--- src/rtl/vmask_cmp_accum.sv ---
// vmask_cmp_accum: pipelined vector mask-compare with mask-word accumulation.
// Stage S1 registers per-element compare bits; stage S2 packs them into a
// DATA_WIDTH-bit word at bit pointer P and loads the output register when the
// word fills or the vector op ends. Full valid/ready backpressure.
// Optional feature macro: VMASK_CMP_MASKED_EN (adds in_vm / in_v0 masking).
module vmask_cmp_accum #(
  parameter int DATA_WIDTH  = 64,
  parameter int ADDR_WIDTH  = 32,
  parameter int OPSEL_WIDTH = 3,
  parameter int BE_WIDTH    = DATA_WIDTH / 8
) (
  input  logic                   clk,
  input  logic                   rst,
  input  logic                   in_valid,
  output logic                   in_ready,
  input  logic [DATA_WIDTH-1:0]  in_vec0,
  input  logic [DATA_WIDTH-1:0]  in_vec1,
  input  logic [1:0]             in_sew,
  input  logic [OPSEL_WIDTH-1:0] in_opSel,
  input  logic [ADDR_WIDTH-1:0]  in_addr,
  input  logic                   in_last,
`ifdef VMASK_CMP_MASKED_EN
  input  logic                   in_vm,
  input  logic [DATA_WIDTH/8-1:0] in_v0,
`endif
  output logic                   out_valid,
  input  logic                   out_ready,
  output logic [DATA_WIDTH-1:0]  out_vec,
  output logic [BE_WIDTH-1:0]    out_be,
  output logic [ADDR_WIDTH-1:0]  out_addr
);

  // Most elements per beat (SEW=8); width of every per-beat bit vector.
  localparam int EMAX = DATA_WIDTH / 8;
  // Bit pointer must hold P+E up to 2*DATA_WIDTH-1.
  localparam int PW   = $clog2(DATA_WIDTH) + 1;

  // Maps one op code onto the three primitive relations of an element pair.
  function automatic logic cmp_op(input logic [OPSEL_WIDTH-1:0] op,
                                  input logic eq, input logic ltu, input logic lts);
    logic r;
    case (op)
      0:       r = eq;
      1:       r = ~eq;
      2:       r = ltu;
      3:       r = lts;
      4:       r = ltu | eq;
      5:       r = lts | eq;
      6:       r = ~(ltu | eq);
      7:       r = ~(lts | eq);
      default: r = 1'b0;
    endcase
    return r;
  endfunction

  logic                  stall;
  logic [EMAX-1:0]       cmp_bits;

  logic                  s1_valid_reg;
  logic [EMAX-1:0]       s1_bits_reg;
  logic [1:0]            s1_sew_reg;
  logic                  s1_last_reg;
  logic [ADDR_WIDTH-1:0] s1_addr_reg;

  logic [DATA_WIDTH-1:0] acc_reg;
  logic [PW-1:0]         ptr_reg;
  logic [ADDR_WIDTH-1:0] addr_reg;

  logic                  out_valid_reg;
  logic [DATA_WIDTH-1:0] out_vec_reg;
  logic [BE_WIDTH-1:0]   out_be_reg;
  logic [ADDR_WIDTH-1:0] out_addr_reg;

  logic [PW-1:0]         elems_s1;
  logic [PW-1:0]         end_ptr;
  logic [DATA_WIDTH-1:0] merged_next;
  logic [BE_WIDTH-1:0]   be_next;
  logic [ADDR_WIDTH-1:0] word_addr;
  logic                  word_done;

  assign stall     = out_valid_reg & ~out_ready;
  assign in_ready  = ~stall;
  assign out_valid = out_valid_reg;
  assign out_vec   = out_vec_reg;
  assign out_be    = out_be_reg;
  assign out_addr  = out_addr_reg;

  // One compare lane set per element width; unused upper bits stay zero.
  for (genvar gi = 0; gi < 4; gi++) begin : g_sew
    localparam int W = 8 << gi;
    localparam int N = DATA_WIDTH / W;
    logic [EMAX-1:0] bits;

    // Per-element eq / unsigned-lt / signed-lt on the full W-bit slice.
    always_comb begin
      bits = '0;
      for (int i = 0; i < N; i++) begin
        bits[i] = cmp_op(in_opSel,
                         in_vec0[i*W +: W] == in_vec1[i*W +: W],
                         in_vec0[i*W +: W] <  in_vec1[i*W +: W],
                         $signed(in_vec0[i*W +: W]) < $signed(in_vec1[i*W +: W]));
`ifdef VMASK_CMP_MASKED_EN
        // Masked-off elements are written as ones (mask-agnostic).
        if (!in_vm && !in_v0[i]) bits[i] = 1'b1;
`endif
      end
    end
  end

  // Pick the lane set matching the beat's element width.
  always_comb begin
    case (in_sew)
      2'd0:    cmp_bits = g_sew[0].bits;
      2'd1:    cmp_bits = g_sew[1].bits;
      2'd2:    cmp_bits = g_sew[2].bits;
      default: cmp_bits = g_sew[3].bits;
    endcase
  end

  // Merge the S1 beat at the bit pointer and decide whether the word closes.
  always_comb begin
    elems_s1    = PW'(DATA_WIDTH >> (3 + s1_sew_reg));
    end_ptr     = ptr_reg + elems_s1;
    merged_next = acc_reg | (DATA_WIDTH'(s1_bits_reg) << ptr_reg);
    // An empty word (P=0) takes its address from the beat that opens it.
    word_addr   = (ptr_reg == '0) ? s1_addr_reg : addr_reg;
    word_done   = s1_valid_reg & ((end_ptr == PW'(DATA_WIDTH)) | s1_last_reg);
    // Words always fill from bit 0, so written bytes are those below end_ptr.
    for (int k = 0; k < BE_WIDTH; k++)
      be_next[k] = end_ptr > PW'(8 * k);
  end

  // S1: register compare bits and beat sideband; frozen while stalled.
  always_ff @(posedge clk) begin
    if (rst) begin
      s1_valid_reg <= 1'b0;
      s1_bits_reg  <= '0;
      s1_sew_reg   <= '0;
      s1_last_reg  <= 1'b0;
      s1_addr_reg  <= '0;
    end else if (!stall) begin
      s1_valid_reg <= in_valid;
      if (in_valid) begin
        s1_bits_reg <= cmp_bits;
        s1_sew_reg  <= in_sew;
        s1_last_reg <= in_last;
        s1_addr_reg <= in_addr;
      end
    end
  end

  // S2: accumulate, and load the output register when a word completes.
  always_ff @(posedge clk) begin
    if (rst) begin
      acc_reg       <= '0;
      ptr_reg       <= '0;
      addr_reg      <= '0;
      out_valid_reg <= 1'b0;
      out_vec_reg   <= '0;
      out_be_reg    <= '0;
      out_addr_reg  <= '0;
    end else if (!stall) begin
      // Not stalled, so a presented word is being consumed this edge.
      out_valid_reg <= 1'b0;
      if (word_done) begin
        out_valid_reg <= 1'b1;
        out_vec_reg   <= merged_next;
        out_be_reg    <= be_next;
        out_addr_reg  <= word_addr;
        acc_reg       <= '0;
        ptr_reg       <= '0;
      end else if (s1_valid_reg) begin
        acc_reg  <= merged_next;
        ptr_reg  <= end_ptr;
        addr_reg <= word_addr;
      end
    end
  end

endmodule

--- config.mk ---
export PLATFORM = sky130hd
export DESIGN_NAME = vmask_cmp_accum
export DESIGN_NICKNAME = d
export VERILOG_FILES = /design/src/rtl/vmask_cmp_accum.sv
export SDC_FILE = /design/constraint.sdc
export NUM_CORES = 1
export LEC_CHECK = 0
export BUFFER_PORTS_ARGS = -buffer_cell sky130_fd_sc_hd__buf_2
export CAP_MARGIN = 20
export CORE_MARGIN = 2
export CORE_UTILIZATION = 45
export DETAILED_ROUTE_END_ITERATION = 10
export PLACE_DENSITY = 0.67
export SLEW_MARGIN = 0
export SYNTH_ARGS = -nofsm -noshare
export SYNTH_HDL_FRONTEND = slang
export SYNTH_SLANG_ARGS = --single-unit
--- constraint.sdc ---
create_clock -name clk -period 5.3 [get_ports clk]
set_clock_uncertainty 0.1 [all_clocks]
set_input_delay 0.265 -clock clk [delete_from_list [all_inputs] [get_ports clk]]
set_output_delay 0.265 -clock clk [all_outputs]
set_load 0.03 [all_outputs]
======== Word level (Yosys, flattened, before mapping) ========
Cells that the tools add are included.
cells by class
  add/subtract/negate cells ............... 2
  $lt $le $gt $ge ......................... 38
  equality and inequality tests ........... 25
  shift operators ......................... 2
  multiplexer cells ....................... 22
  bitwise operators ....................... 82
  reductions and logical operators ........ 8
operator list
  operator            count
  $lt 16x16->1        8
  $lt 32x32->1        4
  $lt 64x64->1        2
  $lt 8x8->1          16
  $mux 64             2
  $pmux 1 s8          15
  $eq 16x16->1        4
  $eq 32x32->1        2
  $eq 64x64->1        1
  $eq 8x8->1          8
  $or 64x64->64       1
  $shl 8x7->64        1
  $not 1->1           48
  $mux 32             1
  $or 1x1->1          31
  $gt 7x6->1 const B  4
  $pmux 8 s3          1
  $gt 7x5->1 const B  2
  $mux 7              2
  $eq 3x3->1 const B  4
  $add 7x7->7         1
  $eq 7x7->1 const B  1
  $gt 7x1->1 const B  1
  $gt 7x4->1 const B  1
  other kinds (14)    18
storage, ports and cells
  bits in registers ....................... 252
  output and inout port bits .............. 106
  word-level logic and storage cells ...... 191

======== Depth between registers and ports, before layout ========
Gate-level depths: netlist of run 1.
  word-level depth ........................ 8
  depth in mapped cells ................... 17
  depth with buffers taken out ............ 14

======== Least setup slack after synthesis of run 1 ========
Ideal clock, no wire load.
  path type ............................... reg2reg
  start point ............................. register s1_sew_reg[1]
  end point ............................... register addr_reg[10]
  data arrival time ....................... 2.780 ns
  data required time ...................... 5.068 ns
  path slack .............................. 2.288 ns
  cell stages (with the launch flop) ...... 17
  buffers on the path ..................... 3
  period minus slack after synthesis ...... 3.012 ns
  cells stage by stage .................... dfxtp_1 and2_1 ha_1 inv_1 fa_1 nor2b_1 o21ai_1 nand2b_1 and3_1 xor2_1 a31o_1 buf_4 or3_1 clkbuf_1 buf_2 nand2_1 a21oi_1
between the ends
  word-level cells in the longest chain between the ends .. 8
ends and longest elaborated chain
  item                        RTL line  source
  start: declaration          61        logic [1:0] s1_sew_reg;
  start signal: assignment    145       s1_sew_reg <= in_sew;
  $add 2x2->3                 122       elems_s1 = PW'(DATA_WIDTH >> (3 + s1_sew_reg));
  $shr 7x3->7                 122
  $add 7x7->7                 123       end_ptr = ptr_reg + elems_s1;
  $eq 7x7->1                  127       word_done = s1_valid_reg & ((end_ptr == PW'(DATA_WIDTH)) | s1_last_reg);
  $or 1x1->1                  127
  $and 1x1->1                 127
  $not 1->1 (no line)         --
  $reduce_and 3->1 (no line)  --
  end signal: assignment      175       addr_reg <= word_addr;
  end: declaration            67        logic [ADDR_WIDTH-1:0] addr_reg;
Every way passes these cells.
A chain may end at the register's enable or synchronous reset.

======== Worst setup path after layout of run 1 ========
  start point ............................. register ptr_reg[0]
  end point ............................... register out_vec_reg[9], in the netlist out_vec[9]
between the ends
  word-level cells in the longest chain between the ends .. 5
  elaborated cells on any way between the ends .. 7
  those cells by class .................... 1 x add/sub; 1 x eq/ne; 1 x shift; 3 x bitwise; 1 x reduce/logical
ends and longest elaborated chain
  item                        RTL line  source
  start: declaration          66        logic [PW-1:0] ptr_reg;
  start signal: assignment    174       ptr_reg <= end_ptr;
  $add 7x7->7                 123
  $eq 7x7->1                  127
  $or 1x1->1                  127
  $and 1x1->1                 127
  $reduce_and 2->1 (no line)  --
  end signal: assignment      167       out_vec_reg <= merged_next;
  end: declaration            70        logic [DATA_WIDTH-1:0] out_vec_reg;
Parallel ways exist; a longest one is shown, timed or not.

==> out/results.env, run 1 <==
RUN_STATUS='completed'
IR_DROP_mV=0.246
SETUP.WORST_PATH.CLASS='flop to flop'
SYNTH.AVG_CELL_AREA_UM2=7.83
TRITONCTS.NUM_BUFFERS=25
FIN_NETS=2170
MAX_CAP_VIOLATIONS=0
DRV_SLEW=0
WORSTSKEWPAIRLATENCY_PS=530
SETUP_VIOL=0
RSZ_0062_RAISED_AFTER_GLOBAL_ROUTING='false'
PLACE.DETAILED.INSTANCES=2244
HOLD_CLASS='input pin to flop'
YS_ASYNC_SR_FRACTION_PCT=0
CTS.SINK_COUNT=252
CLOCK_PATH_BUFFERS=3
DIE_AREA_UM2=30500
ANTENNA_VIOLATING_NETS_POST_ROUTE=0
PATH_CLK_SLEW_PS=60
SHARE_OF_FINAL_LAYOUT_STANDARD_CELLS_STRONGER_THAN_DRIVE_STRENGTH_1_PCT=19.2
GRT_MAX_DEGREE=100
N_FILL_CELL=2755
FINALINSTANCEAREA_UM2=15900
ANTENNA_FOUND_INITIAL=1
CRIT_FANOUT=42
SYN_INST=1676
FINAL_CELL_MIX='274 x sky130_fd_sc_hd__buf_2, 252 x sky130_fd_sc_hd__dfxtp_1, 244 x sky130_fd_sc_hd__nor2_1'
POSTPLACECELLAREA_UM2=14700
NUMBER_OF_LEVELS_IN_THE_CLOCK_H_TREE=1
HPWL_AFTER_DETAILED_PLACEMENT_UM=25000
WORSTSETUPSTARTPOINTTYPE='flop'
LAYOUT_COMMONEST_CELL='sky130_fd_sc_hd__buf_2'
WORSTPATHARRIVAL_PS=4600
TIGHTEST_SLEW_PS=984
DRT-INITIAL-DRC-COUNT=947
GR-USAGE-ALL-LAYERS_PCT=22.5
DIE_WIDTH_UM=175
MAX_SLEW_MARGIN_PCT=34.4
MAX_FREQ_MHz=235
WORST-ENDPOINT-REQUIRED_PS=5650
TOTAL_LEAKAGE_POWER_nW=6.74
ROUTEDWLPERCELL_UM=15.3
PIN_COUNT=276
SYNTH_FF_TYPE='sky130_fd_sc_hd__dfxtp_1'
FIN_CRIT_PS=4260
SYNTHESIS_TO_FINISH_AREA_GROWTH_PCT=21.2
SEQ_TOTAL_AREA_YOSYS_PCT=38.5
YOSYS_WARNINGS=0
OVERFLOW=0
CLOCK-ROOT-BUFFER='sky130_fd_sc_hd__clkbuf_16'
ROUTED_WIRELENGTH_UM=35600
REMAINING_DRC_ERRORS=0
TNS_PS=0
FINAL_CELLS=2327
TIMING_HOLD_VIOLATIONS_FINAL=0
DIEHEIGHT_UM=175
SYNTH-SEQ-CELLS=252
CLOCK_TREE_FROM_TRITONCTS='done'
SYNTHESIS.NETS=1922
DETAILROUTE.VIA_COUNT=12600
COREAREA_UM2=28700
DETAILEDROUTE.FIRSTPASSITERATIONCOUNT=5
INITIAL_CORE_UTIL_PCT=45.7
FINAL.PERIOD_UTILIZATION_PCT=80.3
PORT_BUFFERS=275
POWERDENSITY_nW_PER_UM2=286
COUNT_OF_FLIP_FLOPS_WITH_A_BUILT_IN_ENABLE_AFTER_SYNTHESIS=0
FIN_HOLD_WS_PS=138
NUMBER_OF_GLOBAL_ROUTE_VIAS_BEFORE_REPAIR=11700
DRT-VIAS-PER-INSTANCE=5.40
MAPPED_CELL_AREA_UM2=13100
CTS_REPAIR_RESIZE_COUNT=0
SYNTH_CELL_TYPES=72
FINALPOWER_mW=4.55
PLACE.GP.CONGESTION=0.868
CP-END-KIND='flop'
GLOBAL_ROUTE_WIRE_LENGTH_BEFORE_REPAIR_UM=57500
NUM_ROWS=62
layer usage:
metal | vias to the layer above | part of all wire (%) | routed length, µm | global-route usage (%)
met2 | 356 | 47 | 16900 | 39.1
met3 | 53 | 5.4 | 1930 | 2.96
li1 | 6339 | - | - | -
met4 | 0 | 2.0 | 697 | 4.72
met1 | 5821 | 45 | 16100 | 30.0
met5 | - | 0 | 0 | 0
final cells by class:
type | count | area, µm² | share of cell area (%)
repair buffers | 330 | 1900 | 11.9
flip-flops and latches | 252 | 5040 | 31.7
clock buffers | 32 | 722 | 4.54
clock inverters | 13 | 148 | 0.929
well taps | 384 | 480 | 3.02
diodes | 1 | 2.50 | 0.0157
multi-input cells | 1228 | 7270 | 45.8
inverters | 87 | 327 | 2.05
critical path: stages (launching register included):
cell and delay, ps:
sky130_fd_sc_hd__dfxtp_1 700, sky130_fd_sc_hd__ha_1 270, sky130_fd_sc_hd__inv_1 60, sky130_fd_sc_hd__fa_1 400, sky130_fd_sc_hd__nor2b_1 140, sky130_fd_sc_hd__o21ai_1 70
sky130_fd_sc_hd__nand2b_1 140, sky130_fd_sc_hd__and3_1 230, sky130_fd_sc_hd__xor2_1 260, sky130_fd_sc_hd__a31o_1 460, sky130_fd_sc_hd__and2_4 570, sky130_fd_sc_hd__buf_4 470
sky130_fd_sc_hd__nor2_1 90, sky130_fd_sc_hd__nor3_1 190
metrics by stage:
step           utilization [%]  setup slack (ps)
3_5_place_dp              51.1              1080
3_3_place_gp              51.0              1280
2_1_floorplan                -              2290
6_report                  55.4              1040
4_1_cts                   55.3              1050
5_1_grt                   55.4               707
worst paths after layout:
check	start	end	slack (ps)	cells past startpoint
worst max-delay path	ptr_reg[0]	out_vec[9]	1040	13
worst min-delay path	rst	ptr_reg[0]	140	2
worst max register to register	ptr_reg[0]	out_vec[9]	1040	13
worst min register to register	addr_reg[11]	addr_reg[11]	350	2
cell usage after synthesis (all sizes together), types with 7 or more instances:
cell type	n	area, µm²
mux2i	48	480
inv	87	327
a211oi	98	766
buf	46	254
nand2b	18	113
ha	75	938
dfxtp	252	5040
a31oi	12	75.1
and2	11	68.8
nand4	14	87.6
and3	7	43.8
o21ai	50	250
nand3	20	100
a21oi	198	998
nor2b	15	93.8
o21bai	7	52.6
nor3	90	455
clkbuf	63	236
mux2	7	78.8
or2	7	43.8
nand2	200	753
nor2	244	916
xnor2	16	140
power by group:
group	switching, mW	internal [mW]
clock network	0.752	1.11
logic	0.434	0.279
registers	0.0338	1.94
total	1.22	3.33
logic make-up (layout without fill, tap and decap cells):
family | Yosys count | after routing | share of synthesized area [%]
compound gates | 427 | 427 | 20.5
xor+xnor | 20 | 20 | 1.34
fa+ha+maj | 76 | 76 | 7.31
buf+inv | 196 | 462 | 6.23
flops | 252 | 252 | 38.5
mux | 55 | 55 | 4.26
other cells | 0 | 1 | 0
simple gates | 650 | 650 | 21.9
what timing repair did:
action | in CTS | in global routing
endpoints found under the setup margin | 0 | 0
hold buffers | 36 | 0
hold endpoints to repair | 37 | 0
setup buffers | 0 | 0
(Power assumes the default switching activity.)
==> run 2, diff against run 1 <==
Settings changed: ABC_AREA set to 1.
Clock period 5.3 ns to 4.4 ns, I/O delays scaled along.
==> out/results.env, run 2 <==
FINAL_CELLS=2603  # +12%
TNS_PS=0  # unchanged
DETAILEDROUTE.FIRSTPASSITERATIONCOUNT=5  # unchanged
CP-END-KIND='flop'
MAPPED_CELL_AREA_UM2=13300  # +1.7%
MAX_CAP_VIOLATIONS=0  # unchanged
RSZ_0062_RAISED_AFTER_GLOBAL_ROUTING='false'
HOLD_CLASS='input pin to flop'
CRIT_FANOUT=55  # +31%
FINAL.PERIOD_UTILIZATION_PCT=79.8  # -0.51 points
SYNTH.AVG_CELL_AREA_UM2=6.92  # -12%
SETUP_VIOL=0  # unchanged
SYNTH_CELL_TYPES=48  # -33%
DRT-INITIAL-DRC-COUNT=957  # +1.1%
FIN_WS_PS=889  # -155 ps
ANTENNA_VIOLATING_NETS_POST_ROUTE=0  # unchanged
SYNTHESIS_TO_FINISH_AREA_GROWTH_PCT=21.6
YS_ASYNC_SR_FRACTION_PCT=0  # unchanged
GLOBAL_ROUTE_WIRE_LENGTH_BEFORE_REPAIR_UM=60200  # +4.8%
DIEHEIGHT_UM=176  # +0.84%
NETLIST_TOP_CELLS_COUNT='308 x sky130_fd_sc_hd__nand2_1, 292 x sky130_fd_sc_hd__o21ai_0, 260 x sky130_fd_sc_hd__nor2_1, 252 x sky130_fd_sc_hd__dfxtp_1, 242 x sky130_fd_sc_hd__inv_1'
ROUTEDWLPERCELL_UM=14.3  # -6.5%
MAX_SLEW_MARGIN_PCT=39.8  # +5.4 points
SLACK_OF_THE_WORST_REG_TO_REG_PATH_PS=890  # -150 ps
WORSTSKEWPAIRLATENCY_PS=540  # about the same
IR_DROP_mV=0.235  # -4.2%
SETUP.WORST_PATH.CLASS='flop to flop'
ANTENNA_CELLS=0  # -1
HPWL_AFTER_DETAILED_PLACEMENT_UM=26400  # +5.6%
CTS.SINK_COUNT=252  # unchanged
TIGHTEST_SLEW_PS=903  # -81.1 ps
COUNT_OF_FLIP_FLOPS_WITH_A_BUILT_IN_ENABLE_AFTER_SYNTHESIS=0  # unchanged
TOTAL_LEAKAGE_POWER_nW=7.62  # +13%
TIMING_HOLD_VIOLATIONS_FINAL=0  # unchanged
DETAILROUTE.VIA_COUNT=13400  # +6.7%
MAX_FREQ_MHz=285  # +21%
SYNTH-SEQ-CELLS=252  # unchanged
CTS_REPAIR_RESIZE_COUNT=0  # unchanged
NUMBER_OF_GLOBAL_ROUTE_VIAS_BEFORE_REPAIR=12300  # +5.4%
RUN_STATUS='completed'
YS_TOP_CELLS_BY_AREA='sky130_fd_sc_hd__dfxtp_1 38%, sky130_fd_sc_hd__o21ai_0 11%, sky130_fd_sc_hd__nand2_1 8.7%'
FIN_NETS=2439  # +12%
SYNTH_FF_TYPE='sky130_fd_sc_hd__dfxtp_1'
TRITONCTS.NUM_BUFFERS=26  # +4.0%
PORT_BUFFERS=275  # unchanged
WORST-ENDPOINT-REQUIRED_PS=4770  # -880 ps
FINALPOWER_mW=5.59  # +23%
GRT_MAX_DEGREE=110  # +10%
YOSYS_WARNINGS=0  # unchanged
DIE_AREA_UM2=31000  # +1.7%
SHARE_OF_FINAL_LAYOUT_STANDARD_CELLS_STRONGER_THAN_DRIVE_STRENGTH_1_PCT=16.4  # -2.8 points
CLOCK_TREE_FROM_TRITONCTS='done'
POST-SYNTH-TOP-COUNT-CELL='sky130_fd_sc_hd__nand2_1'
NUMBER_OF_LEVELS_IN_THE_CLOCK_H_TREE=1  # unchanged
CLOCK-ROOT-BUFFER='sky130_fd_sc_hd__clkbuf_16'
SYN_INST=1929  # +15%
PATH_CLK_SLEW_PS=60  # about the same
PIN_COUNT=276  # unchanged
SYNTH_LARGEST_AREA_CELL='sky130_fd_sc_hd__dfxtp_1'
LAYOUT_COMMONEST_CELL='sky130_fd_sc_hd__nand2_1'
NUM_ROWS=63  # +1.6%
GR-USAGE-ALL-LAYERS_PCT=23.3  # +0.79 points
PLACE.GP.CONGESTION=0.937  # +8.0%
WORSTSETUPSTARTPOINTTYPE='flop'
OVERFLOW=0  # unchanged
SYNTHESIS.NETS=2175  # +13%
WORSTPATHARRIVAL_PS=3880  # -720 ps
CTS_SETUP_BUFFERS=0  # unchanged
INITIAL_CORE_UTIL_PCT=45.4  # -0.32 points
REMAINING_DRC_ERRORS=0  # unchanged
POWERDENSITY_nW_PER_UM2=344  # +20%
YOSYS.AREA.TOP_TYPE_SHARE_PCT=37.8  # -0.65 points
DRT-VIAS-PER-INSTANCE=5.15  # -4.6%
FIN_CRIT_PS=3510  # -745 ps
CLOCK_PATH_BUFFERS=3  # unchanged
CTSHOLDBUFFERS=36  # unchanged
ANTENNA_FOUND_INITIAL=0  # -1
FINAL_CELL_MIX='307 x sky130_fd_sc_hd__nand2_1, 292 x sky130_fd_sc_hd__o21ai_0, 275 x sky130_fd_sc_hd__buf_2'
ROUTED_WIRELENGTH_UM=37300  # +4.6%
COREAREA_UM2=29400  # +2.4%
DRV_SLEW=0  # unchanged
SEQ_TOTAL_AREA_YOSYS_PCT=37.8  # -0.65 points
PLACEMENT.SETUP.WORST_SLACK_PS=964  # -115 ps
PLACE.DETAILED.INSTANCES=2518  # +12%
DIE_WIDTH_UM=176  # +0.84%
## run 2: logic make-up after synthesis
| family | share of synthesized area, % |
|---|---|
| and+or+nand+nor | 19.9 |
| AOI/OAI and AO/OA | 23.6 |
| buffers and inverters | 10.5 |
| DFF | 37.8 |
| adders and majority gates | 7.18 |
| xor gates and xnor gates | 0.863 |
| muxes | 0.150 |
## run 2: final timing paths
path | from | end | cells after the start
max | ptr_reg[0] | out_vec[9] | 14
min | rst | ptr_reg[3] | 3
max reg2reg | ptr_reg[0] | out_vec[9] | 14
min reg2reg | addr_reg[22] | addr_reg[22] | 2
## run 2: worst max-delay path: stages (launching register included)
cell,delay (ps)
sky130_fd_sc_hd__dfxtp_1,550
sky130_fd_sc_hd__ha_1,240
sky130_fd_sc_hd__inv_1,70
sky130_fd_sc_hd__fa_1,430
sky130_fd_sc_hd__xnor2_1,170
sky130_fd_sc_hd__nor3_1,250
sky130_fd_sc_hd__nand2_1,150
sky130_fd_sc_hd__nor2_2,170
sky130_fd_sc_hd__nand2_1,90
sky130_fd_sc_hd__o21bai_2,200
sky130_fd_sc_hd__nand2_2,110
sky130_fd_sc_hd__inv_6,330
sky130_fd_sc_hd__buf_4,300
sky130_fd_sc_hd__o21ai_0,130
sky130_fd_sc_hd__a21oi_1,150
## run 2: metrics by stage
stage | cell area, µm² | hold slack [ps] | util (%)
6_report | 16200 | 191 | 55.2
4_1_cts | 16200 | 169 | 55.1
5_1_grt | 16200 | 203 | 55.2
3_3_place_gp | 15000 | 335 | 50.9
3_5_place_dp | 15000 | 339 | 50.9
2_1_floorplan | 13300 | 210 | -
## run 2: layout make-up
cell class                 instances  area [µm²]
fill                            2830       13200
inverter                         250         946
multi-input combinational       1330        6900
tap                              390         488
sequential                       252        5040
clock buffer                      40         783
clock inverter                     8         104
timing repair buffer             333        1950
## run 2: where the power goes
part,total [mW],leakage [nW],internal (mW),switching (mW)
logic,0.933,5.14,0.334,0.599
clock network,2.24,0.436,1.34,0.898
registers,2.41,2.05,2.37,0.0424
total,5.59,7.62,4.05,1.54
## run 2: metal layers
metal	wire, µm	GRT usage (%)
met5	0	0
met4	736	5.17
met3	2170	3.25
met2	16800	39.2
met1	17500	31.9
